==> config.mk <==
export PLATFORM = sky130hd
export DESIGN_NAME = perceptron
export DESIGN_NICKNAME = d
export VERILOG_FILES = /design/src/rtl/perceptron.sv
export SDC_FILE = /design/constraint.sdc
export NUM_CORES = 1
export LEC_CHECK = 0
export CAP_MARGIN = 5
export CORE_MARGIN = 2
export CORE_UTILIZATION = 61
export CTS_CLUSTER_DIAMETER = 60
export DETAILED_ROUTE_END_ITERATION = 12
export PLACE_DENSITY = 0.83
export SLEW_MARGIN = 20
export SYNTH_ARGS = -nofsm -noshare
export SYNTH_HDL_FRONTEND = slang
export SYNTH_SLANG_ARGS = --single-unit
==> constraint.sdc <==
create_clock -name clk -period 11.51 [get_ports clk]
set_input_delay 2.302 -clock clk [delete_from_list [all_inputs] [get_ports clk]]
set_output_delay 2.302 -clock clk [all_outputs]
set_load 0.05 [all_outputs]
==> src/rtl/perceptron.sv <==
// Four-input perceptron behind a UART (8N1) command interface: receiver, one-byte holding register,
// command parser with a serial MAC evaluator, and transmitter. Define PERCEPTRON_TRAIN_EN for command 0xAC.
module perceptron #(
  parameter int CLKS_PER_BIT = 434
) (
  input  logic clk,
  input  logic nRst,
  input  logic rx,
  output logic tx
);

  localparam int CW = $clog2(CLKS_PER_BIT + 1);
  localparam logic [CW-1:0] FULL_M1 = CW'(CLKS_PER_BIT - 1);
  localparam logic [CW-1:0] HALF_M1 = CW'(CLKS_PER_BIT / 2 - 1);

  typedef enum logic [1:0] {RX_IDLE, RX_START, RX_DATA, RX_STOP} rx_state_t;
  typedef enum logic [1:0] {TX_IDLE, TX_START, TX_DATA, TX_STOP} tx_state_t;
  typedef enum logic [2:0] {P_CMD, P_ADDR, P_DATA, P_EXEC, P_SEND} p_state_t;

  // ---------------- receiver ----------------
  rx_state_t rx_state, rx_next;
  logic          rx_meta, rx_sync, rx_prev;
  logic [CW-1:0] rx_cnt;
  logic [2:0]    rx_bit;
  logic [7:0]    rx_shift, rx_data;
  logic          rx_done, rx_tick;

  assign rx_tick = (rx_state == RX_START) ? (rx_cnt == HALF_M1) : (rx_cnt == FULL_M1);

  always_comb begin
    rx_next = rx_state;
    case (rx_state)
      RX_IDLE:  if (rx_prev && !rx_sync) rx_next = RX_START;
      RX_START: if (rx_tick) rx_next = rx_sync ? RX_IDLE : RX_DATA;
      RX_DATA:  if (rx_tick && rx_bit == 3'd7) rx_next = RX_STOP;
      RX_STOP:  if (rx_tick) rx_next = RX_IDLE;
      default:  rx_next = RX_IDLE;
    endcase
  end

  // A byte whose stop bit samples low simply returns to IDLE without raising rx_done.
  always_ff @(posedge clk) begin
    if (nRst) begin
      rx_state <= RX_IDLE;
      rx_meta  <= 1'b1;
      rx_sync  <= 1'b1;
      rx_prev  <= 1'b1;
      rx_cnt   <= '0;
      rx_bit   <= '0;
      rx_shift <= '0;
      rx_data  <= '0;
      rx_done  <= 1'b0;
    end else begin
      rx_meta  <= rx;
      rx_sync  <= rx_meta;
      rx_prev  <= rx_sync;
      rx_state <= rx_next;
      rx_done  <= 1'b0;
      if (rx_state == RX_IDLE || rx_tick) rx_cnt <= '0;
      else                                rx_cnt <= rx_cnt + CW'(1);
      if (rx_state == RX_START) rx_bit <= '0;
      if (rx_state == RX_DATA && rx_tick) begin
        rx_shift <= {rx_sync, rx_shift[7:1]};
        rx_bit   <= rx_bit + 3'd1;
      end
      if (rx_state == RX_STOP && rx_tick && rx_sync) begin
        rx_done <= 1'b1;
        rx_data <= rx_shift;
      end
    end
  end

  // ---------------- holding register ----------------
  p_state_t   p_state, p_next;
  logic       hold_valid, hold_take;
  logic [7:0] hold_data;

  assign hold_take = hold_valid && (p_state == P_CMD || p_state == P_ADDR || p_state == P_DATA);

  always_ff @(posedge clk) begin
    if (nRst) begin
      hold_valid <= 1'b0;
      hold_data  <= '0;
    end else begin
      if (hold_take) hold_valid <= 1'b0;
      if (rx_done && (!hold_valid || hold_take)) begin
        hold_valid <= 1'b1;
        hold_data  <= rx_data;
      end
    end
  end

  // ---------------- registers and MAC ----------------
  logic signed [7:0]  w [4];
  logic signed [7:0]  x [4];
  logic signed [7:0]  b;
  logic [7:0]         cmd, addr, reply, rd_data;
  logic [1:0]         mac_idx;
  logic signed [15:0] prod;
  logic signed [18:0] acc, acc_sum;
  logic               y;
  logic               tx_busy, tx_start;

  assign prod    = 16'(w[mac_idx]) * 16'(x[mac_idx]);
  assign acc_sum = acc + 19'(prod);
  assign y       = !acc_sum[18] && (acc_sum != '0);

  always_comb begin
    rd_data = 8'h00;
    if (hold_data[7:2] == 6'b000000)      rd_data = w[hold_data[1:0]];
    else if (hold_data == 8'h04)          rd_data = b;
    else if (hold_data[7:2] == 6'b000100) rd_data = x[hold_data[1:0]];
  end

`ifdef PERCEPTRON_TRAIN_EN
  logic target;

  function automatic logic [7:0] sat_add(input logic [7:0] a, input logic [7:0] d, input logic sub);
    logic [8:0] s;
    s = sub ? ({a[7], a} - {d[7], d}) : ({a[7], a} + {d[7], d});
    if (s[8] != s[7]) return s[8] ? 8'h80 : 8'h7F;
    return s[7:0];
  endfunction
`endif

  // ---------------- parser ----------------
  always_comb begin
    p_next = p_state;
    case (p_state)
      P_CMD: if (hold_valid) begin
        case (hold_data)
          8'hAA:        p_next = P_SEND;
          8'hAD, 8'hAB: p_next = P_ADDR;
          8'hAE:        p_next = P_EXEC;
`ifdef PERCEPTRON_TRAIN_EN
          8'hAC:        p_next = P_DATA;
`endif
          default:      p_next = P_CMD;
        endcase
      end
      P_ADDR: if (hold_valid) p_next = (cmd == 8'hAD) ? P_DATA : P_SEND;
`ifdef PERCEPTRON_TRAIN_EN
      P_DATA: if (hold_valid) p_next = (cmd == 8'hAD) ? P_CMD : P_EXEC;
`else
      P_DATA: if (hold_valid) p_next = P_CMD;
`endif
      P_EXEC: if (mac_idx == 2'd3) p_next = P_SEND;
      P_SEND: if (!tx_busy) p_next = P_CMD;
      default: p_next = P_CMD;
    endcase
  end

  assign tx_start = (p_state == P_SEND) && !tx_busy;

  // The accumulator is seeded with the bias on every command byte so EXEC only has to add products.
  always_ff @(posedge clk) begin
    if (nRst) begin
      p_state <= P_CMD;
      cmd     <= '0;
      addr    <= '0;
      reply   <= '0;
      acc     <= '0;
      mac_idx <= '0;
      b       <= '0;
      for (int i = 0; i < 4; i++) begin
        w[i] <= '0;
        x[i] <= '0;
      end
`ifdef PERCEPTRON_TRAIN_EN
      target  <= 1'b0;
`endif
    end else begin
      p_state <= p_next;
      case (p_state)
        P_CMD: if (hold_valid) begin
          cmd     <= hold_data;
          reply   <= 8'h55;
          acc     <= 19'(b);
          mac_idx <= '0;
        end
        P_ADDR: if (hold_valid) begin
          addr  <= hold_data;
          reply <= rd_data;
        end
        P_DATA: if (hold_valid) begin
          if (cmd == 8'hAD) begin
            if (addr[7:2] == 6'b000000)      w[addr[1:0]] <= hold_data;
            else if (addr == 8'h04)          b <= hold_data;
            else if (addr[7:2] == 6'b000100) x[addr[1:0]] <= hold_data;
          end
`ifdef PERCEPTRON_TRAIN_EN
          target <= hold_data[0];
`endif
        end
        P_EXEC: begin
          acc     <= acc_sum;
          mac_idx <= mac_idx + 2'd1;
          if (mac_idx == 2'd3) begin
            reply <= {7'b0, y};
`ifdef PERCEPTRON_TRAIN_EN
            if (cmd == 8'hAC && y != target) begin
              for (int i = 0; i < 4; i++) w[i] <= sat_add(w[i], x[i], !target);
              b <= sat_add(b, 8'h01, !target);
            end
`endif
          end
        end
        default: ;
      endcase
    end
  end

  // ---------------- transmitter ----------------
  tx_state_t     tx_state, tx_next;
  logic [CW-1:0] tx_cnt;
  logic [2:0]    tx_bit;
  logic [7:0]    tx_shift;
  logic          tx_tick;

  assign tx_tick = (tx_cnt == FULL_M1);
  assign tx_busy = (tx_state != TX_IDLE);

  always_comb begin
    tx_next = tx_state;
    case (tx_state)
      TX_IDLE:  if (tx_start) tx_next = TX_START;
      TX_START: if (tx_tick) tx_next = TX_DATA;
      TX_DATA:  if (tx_tick && tx_bit == 3'd7) tx_next = TX_STOP;
      TX_STOP:  if (tx_tick) tx_next = TX_IDLE;
      default:  tx_next = TX_IDLE;
    endcase
  end

  always_ff @(posedge clk) begin
    if (nRst) begin
      tx_state <= TX_IDLE;
      tx_cnt   <= '0;
      tx_bit   <= '0;
      tx_shift <= '0;
      tx       <= 1'b1;
    end else begin
      tx_state <= tx_next;
      if (tx_state == TX_IDLE || tx_tick) tx_cnt <= '0;
      else                                tx_cnt <= tx_cnt + CW'(1);
      case (tx_state)
        TX_IDLE: if (tx_start) begin
          tx       <= 1'b0;
          tx_shift <= reply;
          tx_bit   <= '0;
        end
        TX_START: if (tx_tick) tx <= tx_shift[0];
        TX_DATA: if (tx_tick) begin
          tx       <= (tx_bit == 3'd7) ? 1'b1 : tx_shift[1];
          tx_shift <= {1'b0, tx_shift[7:1]};
          tx_bit   <= tx_bit + 3'd1;
        end
        default: tx <= 1'b1;
      endcase
    end
  end

endmodule

# Word level (Yosys, flattened, before mapping)
# Memory sizes are Yosys's and may differ from the RTL's. A register that Yosys moved wholly into a read port is not among the register bits.
# Index checks and enable logic that the tools add are counted.
[classes]
addsub = 6
multipliers = 1
bitwise_logic = 1
n_reduce_logical = 46
eq_ne = 39
n_mux = 77
[ops]
columns = ["operator", "n"]
rows = [
  ["$mux W8", 10],
  ["$eq A8 B8 Y1 const B", 5],
  ["$mux W2", 20],
  ["$pmux W19 S2", 1],
  ["$mux W3", 10],
  ["$ne A2 B2 Y1 const B", 14],
  ["$mux W1", 26],
  ["$pmux W8 S3", 1],
  ["$add A19 B16 Y19", 1],
  ["$mux W19", 1],
  ["$reduce_bool A19 Y1", 1],
  ["$add A9 B1 Y9 const B", 2],
  ["$eq A9 B9 Y1 const B", 2],
  ["$eq A8 B3 Y1 const B", 2],
  ["$mul A8 B8 Y16", 1],
  ["$pmux W2 S4", 2],
  ["$pmux W8 S2", 1],
  ["$reduce_or A8 Y1", 2],
  ["$pmux W3 S5", 1],
  ["$eq A6 B3 Y1 const B", 2],
  ["$logic_not A6 Y1", 2],
  ["$reduce_and A4 Y1", 3],
  ["$eq A2 B2 Y1 const B", 5],
  ["$logic_and A1 B1 Y1", 10],
  ["22 further kinds", 45],
]
[totals]
memories = 2
out_inout_bits = 1
input_bits = 3
ram_bits = 64
ff_bits = 122
word_cells = 195
[memory_table]
columns = ["memory", "words", "width", "rd", "rd_clocked_by_memory_dff", "wr", "line", "source"]
rows = [
  ["w", 4, 8, 2, 2, 4, "94", "logic signed [7:0] w [4];"],
  ["x", 4, 8, 2, 2, 4, "95", "logic signed [7:0] x [4];"],
]

# Longest topological paths before layout
# Gate-level depths: netlist of the first run.
[depth]
word_depth = 11
ltp_mapped = 21
depth_no_buf = 19

# Worst setup path after synthesis of the first run
# Ideal clock, no wire load.
[synth_path]
path_kind = "reg-to-reg"
from = "register with a tool-made name"
to = "register reply[0]"
setup_ps = 86
period_less_slack_ps = 6012
setup_slack_ps = 5498
t_arrival_ps = 5926
stages_incl_launch_ff = 19
path_cell_list = "dfxtp_1 buf_2 buf_1 mux4_2 and2_1 fa_1 fa_1 fa_1 fa_1 fa_1 ha_1 clkbuf_1 a21o_1 a2bb2oi_1 o2111ai_1 a41oi_1 xnor2_1 o21a_1 a211oi_1"
[synth_lines]
columns = ["element", "line", "source"]
rows = [
  ["end signal, assigned", "183", "reply <= rd_data;"],
  ["end signal, assigned", "199", "reply <= {7'b0, y};"],
  ["end, declared", "97", "logic [7:0] cmd, addr, reply, rd_data;"],
]

==> results of run 1 <==
-- critical path, stage by stage (launching register included) --
cell	delay, ns
dfxtp_1	0.91
mux2_2	0.41
o21ai_1	0.62
or2_2	0.25
fa_1	0.41
fa_1	0.56
inv_1	0.06
fa_1	0.50
fa_1	0.53
fa_1	0.50
ha_1	0.38
o21ai_0	0.16
o21ai_0	0.37
a41oi_1	0.23
o21ai_0	0.26
xor2_1	0.24
nor3_1	0.09
a211oi_1	0.30
-- state kept, by name, indices dropped and copies added (netlist names), 9 cells and up, named ones only --
| register | flops |
|---|---|
| w | 32 |
| x | 32 |
| acc | 19 |
| rx_cnt | 9 |
| tx_cnt | 9 |
-- per-stage QoR --
| stage | utilization, % | worst slack (ns) | hold WS [ns] | instances |
|---|---|---|---|---|
| finish | 66.0 | 4.63 | 0.425 | 1433 |
| detailed placement | 63.0 | 4.43 | 0.400 | 1401 |
| CTS | 66.0 | 4.39 | 0.426 | 1433 |
| global placement | 63.0 | 4.73 | 0.399 | 1401 |
| floorplan | - | 5.50 | 0.389 | 1187 |
| global route | 66.0 | 4.14 | 0.453 | 1433 |
-- layer usage --
metal	global-route usage [%]	wire length, microns
met5	0	0
met4	11.5	852
met3	3.44	1290
met2	43.8	12700
met1	32.9	10700
-- cells by family (layout without fill, tap and decap cells) --
logic type / Yosys count / after routing / share of synthesized area, %
buffers and inverters: 155 / 136 / 5.03
muxes: 76 / 76 / 9.58
adders and majority gates: 141 / 141 / 19.9
and+or+nand+nor: 444 / 444 / 18.4
AOI/OAI and AO/OA: 151 / 151 / 8.06
DFF: 190 / 190 / 36.9
xor gates and xnor gates: 30 / 30 / 2.18
-- placed cells by master, fill, tap and decap left out, types with 31 or more instances in the layout --
cell      synthesis  routed
mux4_2           31      31
nand2_1         132     132
and2_1           52      52
dfxtp_1         126     124
and3_1           56      56
ha_1             57      57
nor2_1          107     107
inv_1            92      92
mux2i_1          41      41
edfxtp_1         64      64
fa_1             84      84
a21oi_1          56      56
-- path summary, 6_finish.rpt --
kind	startpoint	to	cells after the start
setup / recovery	flop	reply[0]	17
hold / removal	rx_meta	rx_sync	1
setup reg to reg	flop	reply[0]	17
hold reg to reg	rx_meta	rx_sync	1
-- cell type report --
cell class	instances	area share, %
flip-flops and latches	190	34.7
clock buffers	19	3.46
well taps	265	2.59
inverters	92	2.70
multi-input cells	842	54.7
repair buffers	12	0.743
clock inverters	13	1.08
-- power groups by stage --
| stage | logic (mW) | registers (mW) | clock network (mW) |
|---|---|---|---|
| after global placement | 0.260 | 0.733 | 0 |
| after global routing | 0.308 | 0.722 | 0.606 |
| after detailed placement | 0.268 | 0.735 | 0 |
| after CTS | 0.271 | 0.720 | 0.579 |
| final | 0.271 | 0.720 | 0.572 |
| after floorplan | 0.208 | 0.734 | 0 |
==> flow_summary.yaml, run 1 <==
floorplanning:
  die-area_sq_mm: 0.0209
  fp.coreArea_sq_mm: 0.0194
  die_h_microns: 145
  die_width_microns: 145
  io_pins: 4
  start_util_pct: 62.1
  num_rows: 51
final_layout:
  fillers: 1479
  multiInputGateArea_sq_mm: 0.00700
  areaGrowthSynthToFinish_pct: 6.28
  drive_above_1_share_pct: 8.48
  register_area_sq_mm: 0.00445
  n_antenna_cell: 0
  design_area_sq_mm: 0.0128
  final_nets: 1299
placement:
  portBuffers: 3
  place_area_sq_mm: 0.0122
  place_congestion: 0.874
  dp_hpwl_mm: 18.4
global_route:
  grt_pass1_vias: 8458
  grt_usage_pct: 25.7
  grt_max_degree: 77
  grt_pass1_wl_mm: 41.6
  antenna_found_initial: 0
  grt_overflow: 0
sta:
  finalHoldViolations: 0
  final.period_utilization_pct: 59.8
  period_needed_ns: 6.88
  setup_viol: 0
  drv_slew: 0
  worst_pin_slew_ns: 1.07
  rsz0062_at_grt: "false"
  fmax_ghz: 0.145
  slew_headroom_pct: 28.7
  skew_ns: 0.0106
  tns_ns: 0
logic_synthesis:
  ys.flop_type: "dfxtp_1"
  yosys-top-cells-count: "132 x nand2_1, 126 x dfxtp_1, 107 x nor2_1"
  ys_seq_area_share_pct: 36.9
  syn_area_per_cell_sq_um: 10.1
  synth_fp_nets: 1331
  synth_area_leader_cell: "dfxtp_1"
  synthDistinctLibCells: 66
  syn-instance-count: 1187
  yosysWarningCount: 0
  synth_area_leaders: "dfxtp_1 21%, edfxtp_1 16%, fa_1 14%"
  synth_most_common_cell: "nand2_1"
  netlist_area_sq_mm: 0.0120
  ys_seq_elements: 190
  yosysTopAreaCellShare_pct: 20.9
  synth_edf_count: 64
  postSynth.asyncResetShare_pct: 0
setup_path:
  critPathArrivalTime_ns: 7.22
  cp.required_ns: 11.85
  rrSetupSlack_ns: 4.63
  endpoint_kind: "flop"
  crit_path_start_kind: "flop"
  critical_path_class: "reg -> reg"
  crit_fanout: 17
routing:
  avgViaCountPerCell: 6.00
  drt_iter0_drc: 584
  drt-wirelength-per-cell_microns: 17.8
  ant_nets: 0
  drcViolationCount: 0
  finalWirelength_mm: 25.5
  dr.pass1.iters: 5
  dr_total_vias: 8594
hold_path:
  min_path_type: "reg -> reg"
cts:
  cts.sinks: 190
  clockBufferDepth: 2
  postCtsSetupBuffers: 0
  ctsResizeCount: 0
  clock_latency_ns: 0.44
  clk_pin_slew_worst_paths_ns: 0.08
  cts-htree-levels: 4
  cts-root-buf: "clkbuf_16"
  cts_hold_buffers: 0
  cts_tree: "yes"
  cts_made_buffers: 17
outcome:
  outcome: "finished clean"
power:
  total_power_mw: 1.56
  pwr-share-comb_pct: 17.4
  intPower_mw: 1.11
  p_sw_share_pct: 28.8
  power_frac_clock_pct: 36.6
  switchingPower_mw: 0.450
  pwr_density_cell_mw_per_mm2: 122
  seqPwrFrac_pct: 46.0
  leakage_nw: 5.31
  ir_worst_vdd_v: 0.0000967
run:
  max_cap_violations: 0
Note: power is estimated with default switching activity, not from simulation.
==> run 2: changes to the inputs <==
Clock period 11.51 ns to 6.47 ns, I/O delays scaled along.
==> flow_summary.yaml, run 2 (synthesized netlist as in run 1, its figures left out) <==
final_layout:
  areaGrowthSynthToFinish_pct: 6.91
  n_antenna_cell: 0
  drive_above_1_share_pct: 8.94
  fillers: 1471
  top_regs: "w x32, x x32, acc x19"
  multiInputGateArea_sq_mm: 0.00700
  register_area_sq_mm: 0.00445
  final_nets: 1306
  design_area_sq_mm: 0.0129
  most-common-layout-cells: "132 x nand2_1, 125 x dfxtp_1, 107 x nor2_1, 92 x inv_1, 84 x fa_1"
  layout_commonest_cell: "nand2_1"
  stdcell_count: 1439
sta:
  drv_slew: 0
  slew_headroom_pct: 28.2
  setup_viol: 0
  final.period_utilization_pct: 93.9
  hold_slack_ns: 0.420
  period_needed_ns: 6.08
  finalHoldViolations: 0
  rsz0062_at_grt: "false"
  fmax_ghz: 0.165
  tns_ns: 0
  skew_ns: 0.0119
  worst_pin_slew_ns: 1.08
hold_path:
  min_path_type: "reg -> reg"
  worstHoldStart: "rx_meta"
  hold_depth: 1
  hold_end: "rx_sync"
run:
  max_cap_violations: 0
floorplanning:
  die_h_microns: 145
  die-area_sq_mm: 0.0209
  io_pins: 4
  die_width_microns: 145
  start_util_pct: 62.1
  fp.coreArea_sq_mm: 0.0194
  num_rows: 51
global_route:
  grt_usage_pct: 26.3
  grt_pass1_vias: 8536
  grt_pass1_wl_mm: 42.4
  grt_max_degree: 102
  antenna_found_initial: 0
  grt_overflow: 0
cts:
  cts_hold_buffers: 0
  cts-root-buf: "clkbuf_16"
  cts_tree: "yes"
  clockBufferDepth: 2
  postCtsSetupBuffers: 0
  clock_latency_ns: 0.45
  cts_made_buffers: 17
  cts.sinks: 190
  ctsResizeCount: 0
  cts-htree-levels: 4
  clk_pin_slew_worst_paths_ns: 0.08
outcome:
  outcome: "finished clean"
setup_path:
  rrSetupSlack_ns: 0.39
  critPathBufInv: 4
  crit_chain: "buf_4 -> mux4_2 -> and2_1 -> buf_4 -> fa_1 -> inv_1 -> fa_1 -> inv_1 -> fa_1 -> fa_1 -> ha_1 -> ha_1 -> a21o_1 -> o21ai_0 -> o2111ai_1 -> a41oi_1 -> xnor2_1 -> o21a_1 -> a211oi_1"
  crit_fanout: 9
  cp_slowest_cell: "mux4_2"
  r2r.worst_path.cells: 19
  critical_path_class: "reg -> reg"
  cp.required_ns: 6.84
  critPathArrivalTime_ns: 6.45
  crit_path_start_kind: "flop"
  endpoint_kind: "flop"
  critPathMaxStageDelay_ns: 0.65
  reg2reg_to: "reply[0]"
  cpLargestDelayFamily: "adder cells"
  crit_top_cell: "fa_1"
placement:
  dp_hpwl_mm: 18.7
  place_area_sq_mm: 0.0123
  place_inst: 1408
  place_congestion: 0.874
  portBuffers: 3
power:
  total_power_mw: 2.84
  ir_worst_vdd_v: 0.000173
  leakage_nw: 5.36
  pwr_density_cell_mw_per_mm2: 220
routing:
  ant_nets: 0
  drcViolationCount: 0
  finalWirelength_mm: 25.9
  dr_total_vias: 8587
  drt-wirelength-per-cell_microns: 18.0
  avgViaCountPerCell: 5.97
  drt_iter0_drc: 673
  dr.pass1.iters: 5
==> run 2: cell count changes in the layout (fill, tap and decap cells not counted) <==
cell / delta
bufinv_16: +2
o21ai_0: -2
clkinv_4: +1
clkbuf_1: -1
inv_8: -2
inv_6: -2
dfxtp_2: -1
buf_4: +7
clkbuf_8: -1
o21ai_1: +2
clkinvlp_4: +1
dfxtp_1: +1
clkinv_2: +1
==> run 2: area by class of cell <==
cell class	count	share of cell area, %
inverter	92	2.68
clock inverter	14	1.40
clock buffer	17	3.30
multi-input combinational	842	54.4
tap	265	2.57
timing repair buffer	19	1.15
sequential	190	34.5
==> run 2: per-layer routing <==
metal / track usage (%) / routed length, microns
met1: 33.0 / 10500
met2: 45.3 / 13100
met3: 4.67 / 1470
met4: 10.6 / 796
met5: 0 / 0
==> run 2: how the worst max path moves through the flow <==
stage / to / slack, ns / cells after the start
6_report: reply[0] / 0.39 / 19
5_1_grt: reply[0] / 0.04 / 18
4_1_cts: reply[0] / 0.35 / 16
3_5_place_dp: reply[0] / 0.33 / 17
3_3_place_gp: reply[0] / 0.47 / 19
2_1_floorplan: reply[0] / 0.46 / 18
==> run 2: stage by stage <==
stage	setup WS (ns)	utilization (%)
after global routing	0.0421	66.4
after global placement	0.470	63.3
after CTS	0.353	66.4
after floorplan	0.458	-
after detailed placement	0.330	63.3
final	0.392	66.4
==> run 2: where the power goes <==
group / switching (mW) / internal (mW) / total [mW]
Combinational: 0.289 / 0.193 / 0.482
Clock: 0.490 / 0.583 / 1.07
Sequential: 0.0193 / 1.26 / 1.28
Total: 0.798 / 2.04 / 2.84
